## src/rtl/quad_sched_pkg.sv

```systemverilog
// Shared types for the quadrature scheduler: FSM state encoding and the
// record payload presented on the rec_* interface.
// Optional feature macro: QUAD_SCHED_TIMESTAMP_EN adds a timestamp field.
package quad_sched_pkg;

  localparam int unsigned REC_CHAN_MAX_W  = 8;
  localparam int unsigned REC_DELTA_MAX_W = 64;
  localparam int unsigned REC_TS_W        = 32;

  typedef enum logic [2:0] {
    IDLE,
    INIT,
    WAIT_TICK,
    CAPTURE,
    EMIT
  } state_e;

  // Record payload; fields sized for the largest supported configuration and
  // narrowed to the instance widths at the top-level ports.
  typedef struct packed {
    logic [REC_CHAN_MAX_W-1:0]  chan;
    logic [REC_DELTA_MAX_W-1:0] delta;
    logic                       err;
`ifdef QUAD_SCHED_TIMESTAMP_EN
    logic [REC_TS_W-1:0]        timestamp;
`endif
  } rec_t;

endpackage

```

## src/rtl/quad_sched_timer.sv

```systemverilog
// Sample-period timer for the quadrature scheduler.
// Ports:
//   clk, rst_n : clock, synchronous active-low reset
//   run        : count while high; count is held at 0 while low
//   tick       : registered, high while the count equals PERIOD-1
module quad_sched_timer #(
  parameter int unsigned PERIOD = 1000
) (
  input  logic clk,
  input  logic rst_n,
  input  logic run,
  output logic tick
);

  localparam int unsigned CNT_W = (PERIOD > 1) ? $clog2(PERIOD) : 1;
  localparam logic [CNT_W-1:0] LAST = CNT_W'(PERIOD - 1);

  logic [CNT_W-1:0] cnt_q, cnt_d;
  logic             tick_q, tick_d;

  // Next count; tick is derived from the next count so it lines up with cnt_q.
  always_comb begin
    cnt_d = '0;
    if (run) begin
      cnt_d = (cnt_q == LAST) ? '0 : cnt_q + CNT_W'(1);
    end
    tick_d = (cnt_d == LAST);
  end

  always_ff @(posedge clk) begin
    if (!rst_n) begin
      cnt_q  <= '0;
      tick_q <= 1'b0;
    end else begin
      cnt_q  <= cnt_d;
      tick_q <= tick_d;
    end
  end

  assign tick = tick_q;

endmodule

```

## src/rtl/quadrature_scheduler.sv

```systemverilog
// Quadrature scheduler: every PERIOD cycles snapshots all decoder counts and
// emits one record per channel carrying the displacement change and the
// sticky error since that channel's previous record.
// Ports:
//   clk, rst_n          : clock, synchronous active-low reset
//   enable              : run sampling (re-enable re-runs INIT)
//   displacement        : per-channel counts, channel i at [i*W +: W]
//   hw_err              : per-channel decoder error
//   clear_displacement  : decoder clear, all ones during INIT only
//   rec_valid/rec_ready : record handshake
//   rec_chan/rec_delta/rec_err : record fields
//   overrun             : sticky, a tick arrived mid-sweep and was dropped
//   rec_timestamp       : capture-cycle counter value (QUAD_SCHED_TIMESTAMP_EN)
// Optional feature macro: QUAD_SCHED_TIMESTAMP_EN.
module quadrature_scheduler
  import quad_sched_pkg::*;
#(
  parameter int unsigned NUM_CH        = 4,
  parameter int unsigned COUNTER_WIDTH = 32,
  parameter int unsigned PERIOD        = 1000
) (
  input  logic                            clk,
  input  logic                            rst_n,
  input  logic                            enable,
  input  logic [NUM_CH*COUNTER_WIDTH-1:0] displacement,
  input  logic [NUM_CH-1:0]               hw_err,
  output logic [NUM_CH-1:0]               clear_displacement,
  output logic                            rec_valid,
  input  logic                            rec_ready,
  output logic [$clog2(NUM_CH)-1:0]       rec_chan,
  output logic [COUNTER_WIDTH-1:0]        rec_delta,
  output logic                            rec_err,
  output logic                            overrun
`ifdef QUAD_SCHED_TIMESTAMP_EN
  ,
  output logic [REC_TS_W-1:0]             rec_timestamp
`endif
);

  localparam int unsigned CW = $clog2(NUM_CH);
  localparam logic [CW-1:0] LAST_CH = CW'(NUM_CH - 1);

  state_e                   state_q, state_d;
  logic [CW-1:0]            idx_q, idx_d;
  logic [COUNTER_WIDTH-1:0] snap_q [NUM_CH];
  logic [COUNTER_WIDTH-1:0] snap_d [NUM_CH];
  logic [COUNTER_WIDTH-1:0] last_q [NUM_CH];
  logic [COUNTER_WIDTH-1:0] last_d [NUM_CH];
  logic [NUM_CH-1:0]        err_q, err_d;
  logic                     ovr_q, ovr_d;
  logic                     stop_q, stop_d;
  logic [NUM_CH-1:0]        clear_q, clear_d;
  logic                     valid_q, valid_d;
  rec_t                     rec_q, rec_d;
  logic                     tick;
  logic                     run;
  logic                     xfer;
  logic                     stall;

`ifdef QUAD_SCHED_TIMESTAMP_EN
  logic [REC_TS_W-1:0]      cyc_q, cyc_d;
`endif

  assign run   = (state_q == WAIT_TICK) || (state_q == CAPTURE) || (state_q == EMIT);
  assign xfer  = valid_q & rec_ready;
  assign stall = valid_q & ~rec_ready;

  quad_sched_timer #(
    .PERIOD (PERIOD)
  ) u_timer (
    .clk   (clk),
    .rst_n (rst_n),
    .run   (run),
    .tick  (tick)
  );

  // Next-state, datapath and registered-output computation.
  always_comb begin
    state_d = state_q;
    idx_d   = idx_q;
    snap_d  = snap_q;
    last_d  = last_q;
    ovr_d   = ovr_q;
    stop_d  = stop_q;

    // Clear only what the accepted record reported; new errors always set.
    for (int i = 0; i < NUM_CH; i++) begin
      err_d[i] = hw_err[i] |
                 (err_q[i] & ~(xfer & (idx_q == CW'(i)) & rec_q.err));
    end

    case (state_q)
      IDLE: begin
        stop_d = 1'b0;
        if (enable) state_d = INIT;
      end
      INIT: begin
        stop_d = 1'b0;
        for (int i = 0; i < NUM_CH; i++) last_d[i] = '0;
        state_d = WAIT_TICK;
      end
      WAIT_TICK: begin
        if (!enable)   state_d = IDLE;
        else if (tick) state_d = CAPTURE;
      end
      CAPTURE: begin
        if (tick)    ovr_d  = 1'b1;
        if (!enable) stop_d = 1'b1;
        for (int i = 0; i < NUM_CH; i++) begin
          snap_d[i] = displacement[i*COUNTER_WIDTH +: COUNTER_WIDTH];
        end
        idx_d   = '0;
        state_d = EMIT;
      end
      EMIT: begin
        if (tick)    ovr_d  = 1'b1;
        if (!enable) stop_d = 1'b1;
        if (xfer) begin
          last_d[idx_q] = snap_q[idx_q];
          if (idx_q == LAST_CH) begin
            state_d = (stop_q || !enable) ? IDLE : WAIT_TICK;
          end else begin
            idx_d = idx_q + CW'(1);
          end
        end
      end
      default: state_d = IDLE;
    endcase

    clear_d = (state_d == INIT) ? '1 : '0;
    valid_d = (state_d == EMIT);

    rec_d = '0;
    if (state_d == EMIT) begin
      rec_d.chan  = REC_CHAN_MAX_W'(idx_d);
      rec_d.delta = REC_DELTA_MAX_W'(snap_d[idx_d] - last_d[idx_d]);
      // Hold the error flag while stalled so the presented record is stable.
      rec_d.err   = stall ? rec_q.err : err_d[idx_d];
`ifdef QUAD_SCHED_TIMESTAMP_EN
      rec_d.timestamp = (state_q == CAPTURE) ? cyc_q : rec_q.timestamp;
`endif
    end

`ifdef QUAD_SCHED_TIMESTAMP_EN
    cyc_d = cyc_q + REC_TS_W'(1);
`endif
  end

  always_ff @(posedge clk) begin
    if (!rst_n) begin
      state_q <= IDLE;
      idx_q   <= '0;
      for (int i = 0; i < NUM_CH; i++) begin
        snap_q[i] <= '0;
        last_q[i] <= '0;
      end
      err_q   <= '0;
      ovr_q   <= 1'b0;
      stop_q  <= 1'b0;
      clear_q <= '0;
      valid_q <= 1'b0;
      rec_q   <= '0;
`ifdef QUAD_SCHED_TIMESTAMP_EN
      cyc_q   <= '0;
`endif
    end else begin
      state_q <= state_d;
      idx_q   <= idx_d;
      snap_q  <= snap_d;
      last_q  <= last_d;
      err_q   <= err_d;
      ovr_q   <= ovr_d;
      stop_q  <= stop_d;
      clear_q <= clear_d;
      valid_q <= valid_d;
      rec_q   <= rec_d;
`ifdef QUAD_SCHED_TIMESTAMP_EN
      cyc_q   <= cyc_d;
`endif
    end
  end

  assign clear_displacement = clear_q;
  assign rec_valid          = valid_q;
  assign rec_chan           = CW'(rec_q.chan);
  assign rec_delta          = COUNTER_WIDTH'(rec_q.delta);
  assign rec_err            = rec_q.err;
  assign overrun            = ovr_q;
`ifdef QUAD_SCHED_TIMESTAMP_EN
  assign rec_timestamp      = rec_q.timestamp;
`endif

endmodule

```

## config.mk

```make
export PLATFORM = sky130hd
export DESIGN_NAME = quadrature_scheduler
export DESIGN_NICKNAME = d
export VERILOG_FILES = /design/src/rtl/quad_sched_pkg.sv /design/src/rtl/quad_sched_timer.sv /design/src/rtl/quadrature_scheduler.sv
export SDC_FILE = /design/constraint.sdc
export NUM_CORES = 1
export LEC_CHECK = 0
export ABC_AREA = 1
export CORE_UTILIZATION = 55
export CTS_CLUSTER_SIZE = 25
export DETAILED_ROUTE_END_ITERATION = 10
export GPL_ROUTABILITY_DRIVEN = 0
export PLACE_DENSITY = 0.81
export SLEW_MARGIN = 20
export SYNTH_ARGS = -nofsm -noshare
export SYNTH_HDL_FRONTEND = slang
export SYNTH_HIERARCHICAL = 1
export SYNTH_SLANG_ARGS = --single-unit
```

## constraint.sdc

```tcl
create_clock -name clk -period 7.5 [get_ports clk]
set_clock_uncertainty 0.15 [all_clocks]
set_input_delay 1.5 -clock clk [delete_from_list [all_inputs] [get_ports clk]]
set_output_delay 1.5 -clock clk [all_outputs]
set_load 0.005 [all_outputs]
```

Word-level counts from Yosys, hierarchy flattened
Cells that the tools add are included.
W data, S select, Z words.
{"block": "classes", "n_addsub": 3, "magnitude_cmp": 4, "eq_ne": 12, "mux": 32, "n_reduce_logical": 13, "bitwise": 25}
{"op": "$mux W128", "n": 2}
{"op": "$pmux W128 S2", "n": 1}
{"op": "$mux W32", "n": 7}
{"op": "$bmux W32 S2", "n": 3}
{"op": "$bwmux W128", "n": 1}
{"op": "$demux W32 S2", "n": 1}
{"op": "$sub A32 B32 Y32", "n": 1}
{"op": "$eq A10 B10 Y1 const B", "n": 2}
{"op": "$mux W10", "n": 2}
{"op": "$mux W3", "n": 5}
{"op": "$pmux W3 S5", "n": 1}
{"op": "$and A1 B1 Y1", "n": 14}
{"op": "$add A10 B1 Y10 const B", "n": 1}
{"op": "$eq A3 B1 Y1 const B", "n": 2}
{"op": "$eq A3 B2 Y1 const B", "n": 2}
{"op": "$eq A3 B3 Y1 const B", "n": 2}
{"op": "$ge A3 B3 Y1 const B", "n": 2}
{"op": "$mux W2", "n": 3}
{"op": "$not A2 Y3", "n": 2}
{"op": "$reduce_and A2 Y1", "n": 3}
{"op": "$not A1 Y1", "n": 5}
{"op": "$eq A2 B2 Y1 const B", "n": 2}
{"op": "$mux W4", "n": 1}
{"op": "$or A1 B1 Y1", "n": 4}
{"op": "other kinds (16)", "n": 20}
{"block": "totals", "output_inout_bits": 41, "register_bits": 318, "wordCells": 109, "input_bits": 136}

Logic depth before layout (Yosys ltp)
Gate-level depths: netlist of the first run.
{"block": "logic_depth", "ltp_word": 12, "ltp_mapped": 26, "depth_no_buf": 23}

Hierarchy
The synthesis of the first run kept the hierarchy.
{"mod": "quadrature_scheduler", "seq_area_each_um2": 6085.8, "instances": 1, "area_each_um2": 15955.3, "cells_per_inst": 2455}
{"mod": "quad_sched_timer", "seq_area_each_um2": 220.2, "instances": 1, "area_each_um2": 583.1, "cells_per_inst": 87}

Least setup slack after synthesis of the first run
Ideal clock, no wire load.
{"block": "synth_timing", "path_kind": "in2reg", "from": "input port rec_ready", "to": "register rec_q, in the netlist rec_delta[24]", "required_time_ps": 7228, "slack_ps": 3136, "stages": 21, "setup_ps": 122, "n_path_buf": 2, "t_arrival_ps": 4092, "path_cell_list": "nand2_1 > nor2_1 > nand2_1 > nand2_1 > nand2_1 > buf_2 > clkbuf_1 > o32ai_1 > ha_1 > inv_1 > fa_1 > nand2_1 > nand2_1 > o21ai_0 > o21ai_0 > nand2_1 > nand2_1 > nand2_1 > nand3_1 > o21ai_0 > a21oi_1"}
{"block": "synth_via", "elab_chain_len": 8, "elab_cells_between_ends": 17, "classes_between": "add/sub: 1; eq/ne: 1; mux: 12; bitwise: 2; reduce/logical: 1"}
{"element": "start: declaration", "line": "quadrature_scheduler.sv:29", "rtl": "input logic rec_ready,"}
{"element": "$and A1 B1 Y1 *", "line": "quadrature_scheduler.sv:65", "rtl": "assign xfer = valid_q & rec_ready;"}
{"element": "$mux W2", "line": "quadrature_scheduler.sv:118", "rtl": "if (xfer) begin"}
{"element": "$pmux W2 S2", "line": "quadrature_scheduler.sv:92", "rtl": "case (state_q)"}
{"element": "$not A2 Y3 (not written as such)", "line": "quadrature_scheduler.sv:136", "rtl": "rec_d.delta = REC_DELTA_MAX_W'(snap_d[idx_d] - last_d[idx_d]);"}
{"element": "$bmux W32 S2", "line": "quadrature_scheduler.sv:136"}
{"element": "$mux W32 (not written as such) (2 in series)", "line": "quadrature_scheduler.sv:136"}
{"element": "$sub A32 B32 Y32", "line": "quadrature_scheduler.sv:136"}
{"element": "end signal: assignment", "line": "quadrature_scheduler.sv:176", "rtl": "rec_q <= rec_d;"}
{"element": "end: declaration", "line": "quadrature_scheduler.sv:54", "rtl": "rec_t rec_q, rec_d;"}
Every way passes the cells marked *; elsewhere a longest branch is shown, timed or not. The select of a mux whose other input is x is not followed.
A chain may end at the register's enable or synchronous reset.

Worst setup path after layout of the first run
{"block": "layout_timing", "from": "input port rec_ready", "to": "register rec_q, in the netlist rec_delta[28]"}
Same word-level chain as after synthesis.

==> results of run 1 <==
[worst max path at each step]
stage	start	endpoint	slack, ps	cells after the start
after floorplan	rec_ready	rec_delta[24]$_SDFF_PN0_	3140	21
after global placement	rec_ready	rec_delta[28]$_SDFF_PN0_	1370	19
after detailed placement	rec_ready	rec_delta[28]$_SDFF_PN0_	1230	19
after CTS	rec_ready	rec_delta[24]$_SDFF_PN0_	1710	23
after global routing	rec_ready	rec_delta[24]$_SDFF_PN0_	1160	23
final	rec_ready	rec_delta[28]$_SDFF_PN0_	1470	19
[synthesized netlist by cell type, types with 30 or more instances]
master	number
nor2_1	493
nand2_1	482
inv_1	398
dfxtp_1	315
o21ai_0	219
nand3_1	111
o22ai_1	93
clkbuf_1	82
a21oi_1	74
buf_2	41
ha_1	32
a22o_1	30
o221ai_1	30
o22a_1	30
[metrics by stage]
stage | utilization | hold slack, ps | area, um2 | instances | setup WS (ps)
floorplan | - | 280 | 16500 | 2542 | 3140
global placement | 0.622 | 291 | 18400 | 2994 | 1370
detailed placement | 0.623 | 301 | 18500 | 2994 | 1230
CTS | 0.659 | 314 | 19500 | 3050 | 1710
global route | 0.659 | 331 | 19500 | 3050 | 1160
finish | 0.659 | 310 | 19500 | 3050 | 1470
[cell families (layout without fill, tap and decap cells)]
kind of cell,Yosys count,count (layout),share of synthesized area
compound gates,500,500,0.182
xor+xnor,6,6,0.00318
fa+ha+maj,33,33,0.0254
buf+inv,549,667,0.130
flops,315,315,0.381
mux,8,8,0.00484
simple gates,1131,1131,0.273
[power groups by stage]
stage	clock network [mW]	logic (mW)	registers [mW]
after floorplan	0	0.264	1.73
after global placement	0	0.424	1.74
after detailed placement	0	0.430	1.74
after CTS	1.64	0.434	1.70
after global routing	1.71	0.487	1.70
final	1.63	0.448	1.70
[layer usage]
layer  vias to the layer above  track usage
met5                         -            0
met4                         2        0.159
met3                       170       0.0563
met2                       922        0.572
met1                      7945        0.427
li1                       8265            -
[critical path: stages]
cell and delay (ps):
clkdlybuf4s50_1 450, nand2_1 140, inv_1 100, nand2_2 630, nand3_2 270, nand2_4 470, buf_4 330, buf_4 310
nand2_1 90, nand3_1 70, nand2_1 60, ha_1 340, nand2_1 130, nor2_1 370, nand4_1 140, o211ai_1 440
nand4_1 210, a21oi_1 190, nor2_1 60
[area by class of cell]
type	count	area (um2)
Multi-Input combinational cell	1678	8110
Timing Repair Buffer	206	2020
Tap cell	390	488
Sequential cell	315	6310
Clock inverter	6	32.5
Fill cell	2585	10100
Clock buffer	50	1030
Inverter	405	1530
[registers in the layout, summed over array words and instances, names as in the netlist]
| name | count |
|---|---|
| last_q | 128 |
| snap_q | 128 |
| rec_delta | 32 |
| u_timer/cnt_q | 10 |
| err_q | 4 |
| state_q | 3 |
| idx_q | 2 |
| rec_chan | 2 |
| clear_displacement | 1 |
| overrun | 1 |
| rec_err | 1 |
| rec_valid | 1 |
| stop_q | 1 |
| u_timer/tick | 1 |
==> impl_metrics.yaml, run 1 <==
route:
  route.met2.wl_um: 24400
  wl_per_cell_um: 17.2
  drc: 0
  drt_first_pass_iters: 6
  top_layer_used: "met5"
  route.met3.wl_um: 5080
  final_antenna_net_count: 0
  drt-met1-wl_um: 20600
  first_iter_violations: 2052
  vias_per_cell: 5.67
  vias: 17304
  wl_um: 52600
layout:
  layout_commonest_cell: "nor2_1"
  final_nets: 2810
  n_antenna_cell: 0
  layout-drive-gt1-share: 0.0410
  area_delta_synth_final_pct: 18.0
  layout_common_cells: "nor2_1, nand2_1, inv_1"
sta:
  fin_crit_ps: 6030
  rsz0062_at_grt: "no"
  max_freq_mhz: 166
  slew_viol_final: 0
  hold_viol: 0
  finalCritPeriodShare: 0.805
  setup_viol: 0
  timing_worst_slew_pin_value_ps: 1190
  setup-tns-final_ps: 0
  slew_headroom: 0.204
power_and_ir_drop:
  leakage_nw: 8.17
  powerDensity_mw_per_mm2: 194
  clkPwrFrac: 0.432
  seqPwrFrac: 0.450
  ir_drop_mv: 0.187
  finalPower_mw: 3.78
  p_sw_uw: 965
  switching_share: 0.255
  p_int_mw: 2.82
  combPwrFrac: 0.118
worst_hold_path:
  holdCritPathClass: "reg -> reg"
  min_from: "u_timer/cnt_q[0]$_SDFF_PN0_"
  worstHoldEndpoint: "u_timer/cnt_q[0]$_SDFF_PN0_"
  whs_path_depth: 1
critical_path:
  cp.arrival_ps: 6300
  rr_worst_depth: 22
  timing.rr.start: "idx_q[1]$_SDFF_PN0_"
  critPathLaunchType: "input pin"
  cp-end-kind: "register"
  cp.required_ps: 7760
  r2r_setup_slack_ps: 1760
  cp_max_fo: 46
  worst-setup-path-type: "in -> reg"
  regToRegEndpoint: "rec_delta[24]$_SDFF_PN0_"
die:
  initial_core_util: 0.558
  fp-row-count: 63
  die_area_mm2: 0.0308
  die_w_um: 175
  pin_count: 177
  core-area_mm2: 0.0296
  die_h_um: 175
clocking:
  cts_setup_buffers: 0
  cts_tree: "done"
  holdBufCountCts: 0
  clk_latency_ps: 520
  cts_buffers: 35
  cts.sinks: 315
  cts.htree.levels: 2
  path_clk_slew_ps: 60
  cts_resized: 0
  clockRootBuffer: "clkbuf_16"
  cts_buffer_depth: 3
synth:
  yosys_warnings: 6
  async_flop_share: 0
  synth_top_area_share: 0.381
  syn_area_mm2: 0.0165
  synth_area_leader_cell: "dfxtp_1"
  synth_seq_cells: 315
  yosysSeqAreaShare: 0.381
  synth_fp_nets: 2711
  synth.area.top_cells: "dfxtp_1, nor2_1, nand2_1"
  synth_top_flop_cell: "dfxtp_1"
  syn_inst: 2542
  ys_types: 43
  synth_edf_count: 0
  postSynthAreaPerCell_um2: 6.51
outcome:
  status: "finished clean"
placed_design:
  portBuffers: 176
  dpl.hpwl_um: 36100
global_route:
  gr-total-overflow: 0
  grt.total_usage: 0.341
  grt_pass1_wl_um: 83800
  grt_max_degree: 243
  grt_antenna_before_repair: 1
  grt_pass1_vias: 16195
flow_run:
  maxCapViolCount: 0
(Power assumes the default switching activity.)
==> inputs of run 2 (changes only) <==
==> constraint.sdc (replaced) <==
create_clock -name clk -period 6.2 [get_ports clk]
set_clock_uncertainty 0.15 [all_clocks]
set_input_delay 1.24 -clock clk [delete_from_list [all_inputs] [get_ports clk]]
set_output_delay 1.24 -clock clk [all_outputs]
set_load 0.005 [all_outputs]
==> run 2 against run 1 <==
Register-to-register slack worse by 510 ps. Combinational power up 21%. Worst setup slack lost 440 ps. Design area grew 0.43%. Critical path type unchanged.
==> impl_metrics.yaml, run 2 (synthesis results as in run 1) <==
outcome:
  status: "finished clean"
clocking:
  cts_resized: 0
  cts.sinks: 315
  cts_buffers: 35
  cts.htree.levels: 2
  cts_buffer_depth: 3
  holdBufCountCts: 0
  cts_setup_buffers: 0
  cts_tree: "done"
  clk_latency_ps: 540
  clockRootBuffer: "clkbuf_16"
  path_clk_slew_ps: 60
placed_design:
  placed_cell_area_mm2: 0.0185
  dpl.hpwl_um: 35700
  portBuffers: 176
layout:
  multiInputGateArea_mm2: 0.00810
  layout_common_cells: "nor2_1, nand2_1, inv_1"
  layout_commonest_cell: "nor2_1"
  fin_area_mm2: 0.0196
  fillCellCount: 2585
  area_delta_synth_final_pct: 18.5
  final_nets: 2813
  n_antenna_cell: 0
  layout-drive-gt1-share: 0.0431
  regArea_mm2: 0.00631
global_route:
  grt_pass1_vias: 16167
  grt_max_degree: 215
  grt_antenna_before_repair: 0
  grt_pass1_wl_um: 83200
  gr-total-overflow: 0
  grt.total_usage: 0.339
die:
  initial_core_util: 0.558
  pin_count: 177
  core-area_mm2: 0.0296
  fp-row-count: 63
  die_h_um: 175
  die_area_mm2: 0.0308
  die_w_um: 175
route:
  wl_per_cell_um: 17.2
  drt_first_pass_iters: 8
  vias: 17160
  vias_per_cell: 5.61
  drc: 0
  final_antenna_net_count: 0
  first_iter_violations: 1909
  wl_um: 52500
sta:
  fin_crit_ps: 5180
  hold_viol: 0
  slew_viol_final: 0
  fin_hold_ws_ps: 317
  setup-tns-final_ps: 0
  timing_worst_slew_pin_value_ps: 1050
  rsz0062_at_grt: "no"
  setup_viol: 0
  slew_headroom: 0.303
  max_freq_mhz: 193
  finalCritPeriodShare: 0.835
critical_path:
  critPathLaunchType: "input pin"
  worst-setup-path-type: "in -> reg"
  cp_max_fo: 45
  cp.arrival_ps: 5500
  cp.required_ps: 6520
  cp-end-kind: "register"
worst_hold_path:
  holdCritPathClass: "reg -> reg"
power_and_ir_drop:
  leakage_nw: 8.21
  ir_drop_mv: 0.190
  powerDensity_mw_per_mm2: 234
  finalPower_mw: 4.60
flow_run:
  maxCapViolCount: 0
run 2: worst max-delay path, stage by stage:
cell             delay, ps
clkdlybuf4s50_1        450
nand2_1                140
inv_1                  110
nand2_2                120
nand3_2                120
nand2_4                330
buf_4                  510
nand2_1                140
nand3_1                100
nand2_1                 60
ha_1                   180
inv_1                   90
fa_1                   240
nand2_1                 80
nand2_1                 60
o21ai_0                140
o21ai_0                570
nand2_1                170
nand2_1                170
nand2_1                 90
nand3_1                120
o21ai_0                 80
a21oi_1                130
run 2: worst paths after layout:
check                         startpoint  slack (ps)                     endpoint  depth (start not counted)
max reg2reg          idx_q[1]$_SDFF_PN0_        1250     rec_delta[24]$_SDFF_PN0_                         23
max                            rec_ready        1020     rec_delta[24]$_SDFF_PN0_                         23
min reg2reg  u_timer/cnt_q[0]$_SDFF_PN0_         320  u_timer/cnt_q[0]$_SDFF_PN0_                          1
min          u_timer/cnt_q[0]$_SDFF_PN0_         320  u_timer/cnt_q[0]$_SDFF_PN0_                          1
run 2: cell type report:
type                       count  share of cell area
sequential                   315               0.322
clock buffer                  52              0.0526
inverter                     405              0.0778
timing repair buffer         209               0.106
tap                          390              0.0249
clock inverter                 9             0.00332
multi-input combinational   1678               0.413
run 2: power by group:
| group | leakage [nW] | internal (mW) | switching [mW] |
|---|---|---|---|
| Clock | 0.536 | 1.15 | 0.845 |
| Combinational | 5.14 | 0.209 | 0.334 |
| Sequential | 2.54 | 2.05 | 0.00953 |
run 2: routing by layer:
metal / global-route usage / part of all wire / wire length (um) / vias up
met4: 0.195 / 0.058 / 3060 / 0
met1: 0.420 / 0.40 / 20900 / 7808
met5: 0 / 0 / 0 / -
met3: 0.0613 / 0.096 / 5040 / 173
met2: 0.554 / 0.45 / 23500 / 913
li1: - / - / - / 8266
run 2: per-stage QoR:
stage / setup WS [ps] / instances / utilization
detailed placement: 731 / 2997 / 0.624
floorplan: 2100 / 2542 / -
global route: 688 / 3058 / 0.661
global placement: 865 / 2997 / 0.624
finish: 1020 / 3058 / 0.661
CTS: 1250 / 3058 / 0.661
==> inputs of run 3 (changes only) <==
==> constraint.sdc (replaced) <==
create_clock -name clk -period 5.11 [get_ports clk]
set_clock_uncertainty 0.15 [all_clocks]
set_input_delay 1.022 -clock clk [delete_from_list [all_inputs] [get_ports clk]]
set_output_delay 1.022 -clock clk [all_outputs]
set_load 0.005 [all_outputs]
==> run 3 against run 2 <==
Clock-buffer cell count shrank 3. Sequential power grew 21%. Combinational power grew 26%. Via count grew 2.9%. Die area is the same. Design area grew 1.3%. Flip-flop and latch count is the same. Critical path depth shrank 2. First-iteration DRC count grew 12%. Critical endpoint is now rec_delta[31]$_SDFF_PN0_.
==> impl_metrics.yaml, run 3 (synthesis results as in run 1) <==
layout:
  n_antenna_cell: 0
  finish.utilization: 0.670
  area_delta_synth_final_pct: 20.0
  fin_area_mm2: 0.0199
  layout_commonest_cell: "nor2_1"
  final_nets: 2824
  layout_common_cells: "nor2_1, nand2_1, inv_1"
  layout-drive-gt1-share: 0.0500
die:
  pin_count: 177
  die_area_mm2: 0.0308
  die_w_um: 175
  core-area_mm2: 0.0296
  fp-row-count: 63
  die_h_um: 175
  initial_core_util: 0.558
sta:
  timing_worst_slew_pin_value_ps: 962
  setup_viol: 0
  slew_viol_final: 0
  fin_crit_ps: 4860
  fin_hold_ws_ps: 328
  finalCritPeriodShare: 0.950
  slew_headroom: 0.359
  rsz0062_at_grt: "no"
  max_freq_mhz: 206
  hold_viol: 0
global_route:
  grt_pass1_wl_um: 85500
  grt_max_degree: 200
  grt.total_usage: 0.349
  grt_antenna_before_repair: 1
  grt_pass1_vias: 16886
  gr-total-overflow: 0
route:
  wl_um: 54400
  first_iter_violations: 2132
  final_antenna_net_count: 0
  drt_first_pass_iters: 6
  vias: 17656
  wl_per_cell_um: 17.7
  drc: 0
  vias_per_cell: 5.75
outcome:
  status: "finished clean"
placed_design:
  placed_cell_area_mm2: 0.0187
  dpl.hpwl_um: 37700
  portBuffers: 176
critical_path:
  cp_max_fo: 52
  critPathLaunchType: "input pin"
  cp.arrival_ps: 5120
  cp.required_ps: 5370
  cp-end-kind: "register"
  worst-setup-path-type: "in -> reg"
clocking:
  path_clk_slew_ps: 60
  cts_tree: "done"
  cts.sinks: 315
  clockRootBuffer: "clkbuf_16"
  cts.htree.levels: 2
  clk_latency_ps: 530
  cts_buffers: 35
  cts_buffer_depth: 3
  cts_setup_buffers: 0
power_and_ir_drop:
  leakage_nw: 8.33
  powerDensity_mw_per_mm2: 288
  ir_drop_mv: 0.218
  finalPower_mw: 5.71
worst_hold_path:
  holdCritPathClass: "reg -> reg"
flow_run:
  maxCapViolCount: 0
-- run 3: cell types whose count changed in the layout (fill, tap and decap cells not counted) --
| cell | previous run | this run |
|---|---|---|
| clkbuf_8 | 7 | 9 |
| clkbuf_1 | 9 | 4 |
| buf_4 | 27 | 30 |
| nor3_1 | 10 | 9 |
| clkinv_2 | 5 | 9 |
| bufinv_16 | 0 | 1 |
| buf_12 | 6 | 14 |
| nor3_2 | 0 | 1 |
-- run 3: critical path: stages --
cell and delay, ps:
clkdlybuf4s50_1 510, nand2_1 130, inv_1 140, nand2_2 130, nand2_1 110, nand2_1 90, nand2_4 220, buf_12 280
buf_4 340, nor2_1 70, o22a_1 260, ha_1 450, nand2_1 140, o21ai_0 370, nand2_1 130, a21oi_1 160
nor2_1 50, nand2_1 200, nand3_1 130, nand2_1 70, nor2_1 60
-- run 3: worst paths after layout --
check | start | endpoint | slack [ps] | depth (start not counted)
max | rec_ready | rec_delta[31]$_SDFF_PN0_ | 250 | 21
min | last_q[31]$_SDFF_PN0_ | last_q[31]$_SDFF_PN0_ | 330 | 2
max reg2reg | idx_q[0]$_SDFF_PN0_ | rec_delta[31]$_SDFF_PN0_ | 330 | 20
min reg2reg | last_q[31]$_SDFF_PN0_ | last_q[31]$_SDFF_PN0_ | 330 | 2
-- run 3: what timing repair did --
item,CTS,global route
setup endpoints to repair,0,1
resized for setup,0,1
hold buffers,0,0
-- run 3: cell type report --
class	count	area, um2
clock buffers	49	1040
clock inverters	14	115
fillers	2566	9790
inverters	405	1530
multi-input cells	1678	8110
flip-flops and latches	315	6310
well taps	390	488
repair buffers	220	2270
-- run 3: per-stage QoR --
step / setup TNS [ps] / std cells / worst slack (ps)
floorplan: 0 / 2542 / 1220
global placement: -97.6 / 3008 / -97.6
detailed placement: -80.0 / 3008 / -80.0
CTS: 0 / 3071 / 388
global route: 0 / 3071 / 94.4
finish: 0 / 3071 / 254
-- run 3: where the power goes --
part | switching (mW) | total [mW] | internal [mW]
logic | 0.420 | 0.686 | 0.266
registers | 0.0115 | 2.49 | 2.48
clock network | 1.05 | 2.53 | 1.48
-- run 3: metal layers --
layer | GRT usage | vias up | wire, um
met3 | 0.0593 | 224 | 4950
li1 | - | 8292 | -
met4 | 0.216 | 0 | 3270
met1 | 0.410 | 8083 | 20900
met5 | 0 | - | 0
met2 | 0.595 | 1057 | 25300
